[config.mk]
export PLATFORM = sky130hd
export DESIGN_NAME = ps2_rx_fifo
export DESIGN_NICKNAME = d
export VERILOG_FILES = /design/src/rtl/ps2_pkg.sv /design/src/rtl/ps2_byte_fifo.sv /design/src/rtl/ps2_rx_fifo.sv
export SDC_FILE = /design/constraint.sdc
export NUM_CORES = 1
export LEC_CHECK = 0
export CAP_MARGIN = 5
export CORE_MARGIN = 3
export CORE_UTILIZATION = 29
export CTS_CLUSTER_DIAMETER = 100
export CTS_CLUSTER_SIZE = 28
export DETAILED_ROUTE_END_ITERATION = 8
export GPL_ROUTABILITY_DRIVEN = 0
export MAX_ROUTING_LAYER = met4
export REMOVE_ABC_BUFFERS = 1
export SETUP_SLACK_MARGIN = 0.5
export SLEW_MARGIN = 20
export SYNTH_ARGS = -nofsm -noshare
export SYNTH_HDL_FRONTEND = slang
export SYNTH_HIERARCHICAL = 1
export SYNTH_SLANG_ARGS = --single-unit
[constraint.sdc]
create_clock -name clock_25 -period 2.1 [get_ports clock_25]
set_input_delay 0.42 -clock clock_25 [delete_from_list [all_inputs] [get_ports clock_25]]
set_output_delay 0.42 -clock clock_25 [all_outputs]
set_load 0.02 [all_outputs]
[src/rtl/ps2_pkg.sv]
// Shared types and constants for the PS/2 receive path.
package ps2_pkg;

    typedef enum logic [1:0] {
        IDLE  = 2'd0,
        SHIFT = 2'd1,
        DONE  = 2'd2
    } ps2_state_e;

    // Start + 8 data + parity + stop
    localparam int unsigned PS2_FRAME_BITS      = 11;
    localparam int unsigned PS2_TIMEOUT_DEFAULT = 50000;

    // Odd parity: data bits plus parity bit must XOR to 1
    function automatic logic odd_parity_ok(input logic [8:0] bits);
        return ^bits;
    endfunction

endpackage

[src/rtl/ps2_byte_fifo.sv]
// Show-ahead byte FIFO with extra-MSB pointers for full/empty detection.
module ps2_byte_fifo #(
    parameter int unsigned DEPTH = 8
) (
    input  logic       clk,
    input  logic       rst,
    input  logic       push,
    input  logic       pop,
    input  logic [7:0] wr_data,
    output logic [7:0] rd_data,
    output logic       empty,
    output logic       full
);

    localparam int unsigned AW = $clog2(DEPTH);

    logic [AW:0] wptr;
    logic [AW:0] rptr;
    logic [7:0]  mem [DEPTH];
    logic        do_pop_c;
    logic        do_push_c;

    assign empty     = (wptr == rptr);
    assign full      = (wptr[AW] != rptr[AW]) && (wptr[AW-1:0] == rptr[AW-1:0]);
    assign do_pop_c  = pop & ~empty;
    // A simultaneous pop frees the slot the push lands in
    assign do_push_c = push & (~full | do_pop_c);
    assign rd_data   = mem[rptr[AW-1:0]];

    always_ff @(posedge clk or posedge rst) begin
        if (rst) begin
            wptr <= '0;
            rptr <= '0;
            for (int i = 0; i < int'(DEPTH); i++) begin
                mem[i] <= '0;
            end
        end else begin
            if (do_push_c) begin
                mem[wptr[AW-1:0]] <= wr_data;
                wptr              <= wptr + (AW+1)'(1);
            end
            if (do_pop_c) begin
                rptr <= rptr + (AW+1)'(1);
            end
        end
    end

endmodule

[src/rtl/ps2_rx_fifo.sv]
// PS/2 device-to-host receiver feeding a byte FIFO.
// Define PS2_RX_PARITY_CHECK_EN to drop bad-parity bytes and pulse parity_err.
module ps2_rx_fifo
    import ps2_pkg::*;
#(
    parameter int unsigned FILTER_LEN  = 4,
    parameter int unsigned TIMEOUT_CYC = PS2_TIMEOUT_DEFAULT,
    parameter int unsigned FIFO_DEPTH  = 8
) (
    input  logic       clock_25,
    input  logic       reset,
    input  logic       PS2_CLK,
    input  logic       PS2_DAT,
    input  logic       rd_en,
    output logic [7:0] rd_data,
    output logic       rd_valid,
    output logic       parity_err,
    output logic       frame_err,
    output logic       overflow
);

    localparam int unsigned FLT_W = $clog2(FILTER_LEN + 1);
    localparam int unsigned TO_W  = $clog2(TIMEOUT_CYC + 1);
    localparam int unsigned SR_W  = PS2_FRAME_BITS - 1;
    localparam int unsigned BIT_W = $clog2(PS2_FRAME_BITS);

    logic [1:0]       clk_sync;
    logic [1:0]       dat_sync;
    logic             ps2_clk_s;
    logic             ps2_dat_s;
    logic             fclk;
    logic [FLT_W-1:0] flt_cnt;
    logic             fedge_c;
    logic             ffall_c;

    ps2_state_e       state;
    logic [SR_W-1:0]  sr;
    logic [BIT_W-1:0] bit_cnt;
    logic [TO_W-1:0]  to_cnt;
    logic             stop_ok_c;
    logic             par_ok_c;
    logic             push_c;
    logic             pop_c;
    logic             fifo_empty;
    logic             fifo_full;

    always_ff @(posedge clock_25 or posedge reset) begin
        if (reset) begin
            clk_sync <= 2'b11;
            dat_sync <= 2'b11;
        end else begin
            clk_sync <= {clk_sync[0], PS2_CLK};
            dat_sync <= {dat_sync[0], PS2_DAT};
        end
    end

    assign ps2_clk_s = clk_sync[1];
    assign ps2_dat_s = dat_sync[1];

    // Filtered clock flips on the FILTER_LEN-th consecutive differing sample
    assign fedge_c = (ps2_clk_s != fclk) && (flt_cnt == FLT_W'(FILTER_LEN - 1));
    assign ffall_c = fedge_c & fclk;

    always_ff @(posedge clock_25 or posedge reset) begin
        if (reset) begin
            fclk    <= 1'b1;
            flt_cnt <= '0;
        end else if (ps2_clk_s == fclk) begin
            flt_cnt <= '0;
        end else if (fedge_c) begin
            fclk    <= ps2_clk_s;
            flt_cnt <= '0;
        end else begin
            flt_cnt <= flt_cnt + FLT_W'(1);
        end
    end

    assign stop_ok_c = sr[SR_W-1];
`ifdef PS2_RX_PARITY_CHECK_EN
    assign par_ok_c  = odd_parity_ok(sr[8:0]);
`else
    logic unused_parity_bit;
    assign unused_parity_bit = sr[SR_W-2];
    assign par_ok_c          = 1'b1;
`endif
    assign push_c = (state == DONE) && stop_ok_c && par_ok_c;
    assign pop_c  = rd_en & ~fifo_empty;

    // Frame FSM: sr collects data/parity/stop LSB first
    always_ff @(posedge clock_25 or posedge reset) begin
        if (reset) begin
            state      <= IDLE;
            sr         <= '0;
            bit_cnt    <= '0;
            to_cnt     <= '0;
            parity_err <= 1'b0;
            frame_err  <= 1'b0;
            overflow   <= 1'b0;
        end else begin
            parity_err <= 1'b0;
            frame_err  <= 1'b0;
            if (push_c && fifo_full && !pop_c) begin
                overflow <= 1'b1;
            end
            case (state)
                IDLE: begin
                    to_cnt <= '0;
                    if (ffall_c && !ps2_dat_s) begin
                        state   <= SHIFT;
                        bit_cnt <= '0;
                    end
                end
                SHIFT: begin
                    if (fedge_c) begin
                        to_cnt <= '0;
                        if (ffall_c) begin
                            sr      <= {ps2_dat_s, sr[SR_W-1:1]};
                            bit_cnt <= bit_cnt + BIT_W'(1);
                            if (bit_cnt == BIT_W'(SR_W - 1)) begin
                                state <= DONE;
                            end
                        end
                    end else if (to_cnt == TO_W'(TIMEOUT_CYC - 1)) begin
                        state     <= IDLE;
                        frame_err <= 1'b1;
                    end else begin
                        to_cnt <= to_cnt + TO_W'(1);
                    end
                end
                DONE: begin
                    state <= IDLE;
                    if (!stop_ok_c) begin
                        frame_err <= 1'b1;
                    end
`ifdef PS2_RX_PARITY_CHECK_EN
                    else if (!par_ok_c) begin
                        parity_err <= 1'b1;
                    end
`endif
                end
                default: state <= IDLE;
            endcase
        end
    end

    ps2_byte_fifo #(
        .DEPTH(FIFO_DEPTH)
    ) u_fifo (
        .clk    (clock_25),
        .rst    (reset),
        .push   (push_c),
        .pop    (rd_en),
        .wr_data(sr[7:0]),
        .rd_data(rd_data),
        .empty  (fifo_empty),
        .full   (fifo_full)
    );

    assign rd_valid = ~fifo_empty;

endmodule

## After elaboration in Yosys (flattened, before gate mapping)

Cells that the tools add are included.

| word-level totals | value |
|---|---|
| register bits after elaboration | 114 |
| input bits | 5 |

| operators by class | value |
|---|---|
| add/sub/neg operators | 5 |
| $lt $le $gt $ge | 3 |
| equal/unequal tests | 17 |
| muxes and demuxes | 25 |
| bitwise operators | 9 |
| reduce and logical (&&, ||, !) cells | 16 |

Operators with widths:

| kind | count |
|---|---|
| $bwmux W64 | 1 |
| $mux W16 | 2 |
| $pmux W16 S2 | 1 |
| $bmux W8 S3 | 1 |
| $demux W8 S3 | 1 |
| $mux W8 | 3 |
| $add A16 B1 Y16 const B | 1 |
| $eq A16 B16 Y1 const B | 1 |
| $add A4 B1 Y4 const B | 3 |
| $mux W4 | 3 |
| $ne A3 B3 Y1 const B | 4 |
| $mux W2 | 5 |
| $ge A4 B4 Y1 const B | 2 |
| $not A3 Y4 | 2 |
| $pmux W4 S2 | 1 |
| $reduce_and A4 Y1 | 2 |
| $logic_and A1 B1 Y1 | 7 |
| $mux W3 | 2 |
| $ne A2 B2 Y1 const B | 3 |
| $eq A4 B4 Y1 | 1 |
| $eq A4 B4 Y1 const B | 1 |
| $lt A4 B1 Y1 const B | 1 |
| $pmux W2 S2 | 1 |
| $reduce_and A2 Y1 | 2 |
| other kinds (16) | 24 |

## Longest topological paths before layout

| logic depth | value |
|---|---|
| depth after elaboration | 6 |
| depth in mapped cells | 8 |
| depth with buffers taken out | 7 |

## By module

The synthesis kept the hierarchy.

By module, submodules not included:

| module | times used | cells an instance | area each (um^2) |
|---|---|---|---|
| ps2_byte_fifo | 1 | 218 | 3472.1 |
| ps2_rx_fifo | 1 | 218 | 2319.7 |

## Worst setup path after synthesis

No wires, ideal clock.

| path | value |
|---|---|
| path type | reg2reg |
| start | register state[0] |
| end | register u_fifo/mem[56] (netlist name) |
| library setup time | 125 ps |
| arrival time | 2124 ps |
| data required time | 1975 ps |
| setup slack | -149 ps |
| cell stages (with the launch flop) | 9 |
| path buffers | 2 |
| cell sequence | dfrtp_1 inv_1 ha_1 and2_1 clkbuf_1 inv_1 or4b_1 buf_4 mux2_4 |

| between the ends | value |
|---|---|
| word-level cells in the longest chain between the ends | 3 |

RTL lines:

| element | line | RTL |
|---|---|---|
| start, declared | ps2_rx_fifo.sv:36 | `ps2_state_e state;` |
| start signal, assigned | ps2_rx_fifo.sv:92 | `state <= IDLE;` |
| start signal, assigned | ps2_rx_fifo.sv:109 | `state <= SHIFT;` |
| start signal, assigned | ps2_rx_fifo.sv:120 | `state <= DONE;` |
| $eq A2 B2 Y1 | ps2_rx_fifo.sv:86 | `assign push_c = (state == DONE) && stop_ok_c && par_ok_c;` |
| $logic_and A1 B1 Y1 | ps2_rx_fifo.sv:86 |  |
| net push_c | ps2_rx_fifo.sv:42 | `logic push_c;` |
| $and A1 B1 Y1 | ps2_byte_fifo.sv:27 | `assign do_push_c = push & (~full \| do_pop_c);` |
| end signal, assigned by index | ps2_byte_fifo.sv:39 | `mem[wptr[AW-1:0]] <= wr_data;` |
| end, declared | ps2_byte_fifo.sv:19 | `logic [7:0] mem [DEPTH];` |

The timed path passes the listed nets, and every way through them passes these cells.
A chain may end at the register's enable or synchronous reset.

## Worst setup path in the final report

| path | value |
|---|---|
| start | register u_fifo.rptr[0] |
| end | output port rd_data[2] |

| between the ends | value |
|---|---|
| word-level cells in the longest chain between the ends | 4 |

RTL lines:

| element | line | RTL |
|---|---|---|
| start, declared | ps2_byte_fifo.sv:18 | `logic [AW:0] rptr;` |
| start signal, assigned | ps2_byte_fifo.sv:43 | `rptr <= rptr + (AW+1)'(1);` |
| $not A3 Y4 (not written as such) | ps2_byte_fifo.sv:28 | `assign rd_data = mem[rptr[AW-1:0]];` |
| $bmux W8 S3 | ps2_byte_fifo.sv:28 |  |
| $mux W8 (not written as such) (2 in a row) | ps2_byte_fifo.sv:28 |  |
| end, declared | ps2_rx_fifo.sv:15 | `output logic [7:0] rd_data,` |

No other way between the ends. The select of a mux whose other input is x is not followed.

==> impl_results.md <==
- Max-Cap Viols: 0
- Status: finished with violations
- Switch share: 32.6%
- Mapped Avg Cell Area: 13.3 um2
- Die height: 147 um
- EDFF count, synth: 0
- Initial core utilization: 29.7%
- PwrDens: 1130 nW/um2
- Iter 0 DRT Violations: 224
- GR Overflow Total: 0
- Crit path setup slack, layout: -0.264 ns
- Crit-path max FO: 8
- Final setup viols: 17
- Cell variety after synth: 67
- Worst-path clk slew: 0.05 ns
- Yosys warnings: 6
- Final hold viol count: 0
- Type of origin of the critical path: flop
- Skew-Pair Late Insertion Delay: 0.42 ns
- Port-buffer cells: 15
- Internal: 6.35 mW
- Initial antenna violation count: 0
- Max VDD drop: 0.000603 V
- Cell Area, Synth: 5790 um2
- Fmax: 0.423 GHz
- Routed Wire Length: 14.2 mm
- Leakage: 3.74 nW
- Dominant synthesized flop cell: dfrtp_1
- IO Count: 17
- Critical path class: flop to primary output
- Antenna Nets Post-Route: 0
- Area grow syn2layout: 43.5%
- Post-DP HPWL: 8.31 mm
- Required @ worst endpoint: 1.68 ns
- Fraction of final layout cells sized beyond drive strength 1: 58.5%
- # DRC: 0
- Core area: 19500 um2
- Type of the most critical hold path: primary input to asynchronous set/reset pin
- Critical Path AT: 1.94 ns
- DRT Pass-1 Iters: 4
- TritonCTS clock tree: built
- Total number of vias: 4036
- #FFs+latches synth: 114
- RSZ-0062 raised after global routing: true
- First-pass GRT wire length: 22.8 mm
- Layout Nets: 549
- Register area share after synthesis: 49.4%
- Clk buf depth: 2
- Clk root buf: clkbuf_16
- Largest net degree at the start of global routing: 27
- Die X: 147 um
- FILL cells: 1759
- WL/cell: 17.5 um
- Final total power: 9.43 mW
- Number of global-route vias before repair: 4228
- Clk network pwr share: 32.3%
- Pins Over Slew Limit: 0
- Post-placement setup slack: -0.253 ns
- Vias per cell: 4.97
- Net Sw Power: 3.08 mW
- Sequential share of power: 28.0%
- Final worst path period share: 113%
- Mapped Cells: 436
- CTS sink cnt: 114
- Number of core rows: 51
- Post-CTS Hold Fix Bufs: 0
- Die ar.: 21700 um2
- Final min period: 2.36 ns
- Antenna cells: 0
- Clock Skew: 0.00901 ns
- Combinational Power Share: 39.6%
- Reg2Reg Launch Point: u_fifo/rptr[0]
- Critical Path End Type: primary output
- FFs w/ async S/R, synth: 100%
- Num CTS Buffers: 17
- Crit path from: u_fifo/rptr[0]
- Global Route Usage Sum: 13.8%
- H-tree depth: 4
- Failing checks: negative setup slack
==> cells by family (layout without fill, tap and decap cells) <==
group	Yosys count	in the layout	synth area share, %
XOR/XNOR	18	18	2.85
other	1	1	0.0647
AO/OA/AOI/OAI	59	59	7.43
flip-flops	114	114	49.4
adder cells (fa/ha/maj)	10	10	2.16
buffers and inverters	40	149	3.72
multiplexers	100	100	23.1
AND/OR/NAND/NOR	94	96	11.4
==> synthesized netlist by cell type, drive strengths merged (2+ instances only) <==
master / count / area (um2)
a211o: 2 / 17.5
a21oi: 9 / 45.0
a2bb2oi: 2 / 17.5
a31o: 2 / 17.5
a31oi: 5 / 31.3
and2: 4 / 25.0
and3: 2 / 12.5
and4: 8 / 76.3
and4bb: 3 / 37.5
buf: 15 / 121
clkbuf: 7 / 26.3
dfrtp: 109 / 2730
dfstp: 5 / 131
ha: 10 / 125
inv: 18 / 67.6
mux2: 83 / 965
mux4: 16 / 360
nand2: 18 / 67.6
nand2b: 3 / 18.8
nand3: 7 / 35.0
nand4: 16 / 115
nand4b: 3 / 26.3
nor2: 7 / 28.8
nor3: 6 / 35.0
nor3b: 2 / 15.0
nor4b: 3 / 56.3
o211ai: 6 / 45.0
o21a: 3 / 22.5
o21ai: 14 / 70.1
o221ai: 2 / 17.5
o2bb2ai: 4 / 35.0
o41ai: 2 / 36.3
or2: 3 / 18.8
or4: 2 / 15.0
xnor2: 7 / 61.3
xor2: 11 / 104
==> power groups by stage <==
stage	clock network (mW)	registers, mW	logic, mW
final	3.05	2.64	3.74
after CTS	3.11	2.60	3.30
after global placement	0	2.59	1.99
after floorplan	0	2.72	1.11
after global routing	3.23	2.67	4.01
after detailed placement	0	2.60	2.04
==> worst paths after layout <==
path	to	slack, ns	depth (start not counted)
min	overflow	0.30	2
max in group asynchronous	clk_sync[1]	1.28	3
min in group clock_25	dat_sync[1]	0.35	0
min reg2reg	dat_sync[1]	0.35	0
max reg2reg	u_fifo/mem[61]	-0.03	7
max	rd_data[2]	-0.26	4
==> layout make-up <==
type                       instances  area [um2]  share of cell area (%)
clock buffer                      18         439                    5.28
timing repair buffer              99        1110                    13.4
sequential                       114        2870                    34.5
tap                              265         332                    3.99
clock inverter                    14         186                    2.24
multi-input combinational        284        3300                    39.7
inverter                          18        80.1                   0.963
==> sequential cells by signal (all words and copies together), names as in the netlist, 2 cells and up <==
| register | flops |
|---|---|
| u_fifo/wptr | 4 |
| to_cnt | 16 |
| u_fifo/mem | 64 |
| flt_cnt | 3 |
| bit_cnt | 4 |
| sr | 10 |
| u_fifo/rptr | 4 |
| clk_sync | 2 |
| dat_sync | 2 |
| state | 2 |
==> worst max-delay path: stages, from the launching register on <==
cell	delay (ns)
dfrtp_2	0.42
clkbuf_16	0.19
mux4_2	0.50
mux2_4	0.28
buf_6	0.13
==> layer usage <==
layer  GRT usage, %  part of all wire [%]  vias to the layer above
met1           17.7                    46                     2096
met4           4.89                   1.3                        0
met3           3.52                   3.6                       17
met5              -                     0                        -
met2           21.3                    49                       70
li1               -                     -                     1853
==> layout by cell type (no fill, tap or decap), drive strengths merged, types with 4 or more instances in the layout <==
cell | synthesis | routed
xor2 | 11 | 11
a21oi | 9 | 9
clkbuf | 7 | 19
nor2 | 7 | 7
nor3 | 6 | 6
or2 | 3 | 4
inv | 18 | 19
nand3 | 7 | 7
and4 | 8 | 8
buf | 15 | 90
and2 | 4 | 4
o211ai | 6 | 6
ha | 10 | 10
clkdlybuf4s50 | 0 | 4
o2bb2ai | 4 | 4
clkinvlp | 0 | 5
o21ai | 14 | 14
nand2 | 18 | 18
mux2 | 83 | 83
mux4 | 16 | 16
xnor2 | 7 | 7
dfrtp | 109 | 109
dfstp | 5 | 5
clkinv | 0 | 4
a31oi | 5 | 5
nand4 | 16 | 17
bufinv | 0 | 4
==> what timing repair did <==
| item | in CTS | in global routing |
|---|---|---|
| endpoints found under the setup margin | 113 | 115 |
| pin swaps | 35 | 27 |
| gates cloned | 4 | 1 |
| hold endpoints to repair | 0 | 0 |
| resized for setup | 171 | 64 |
| buffers inserted | 31 | 10 |
==> metrics by stage <==
stage,instances,hold slack [ns],setup TNS [ns],cell area (um2),util (%)
3_3_place_gp,734,0.345,-6.62,6550,33.6
2_1_floorplan,414,0.345,-27.28,5640,-
3_5_place_dp,734,0.347,-7.06,6550,33.6
5_1_grt,812,0.285,-3.56,8310,42.6
6_report,812,0.295,-2.26,8310,42.6
4_1_cts,801,0.282,-3.39,7960,40.7
(Power assumes the default switching activity.)
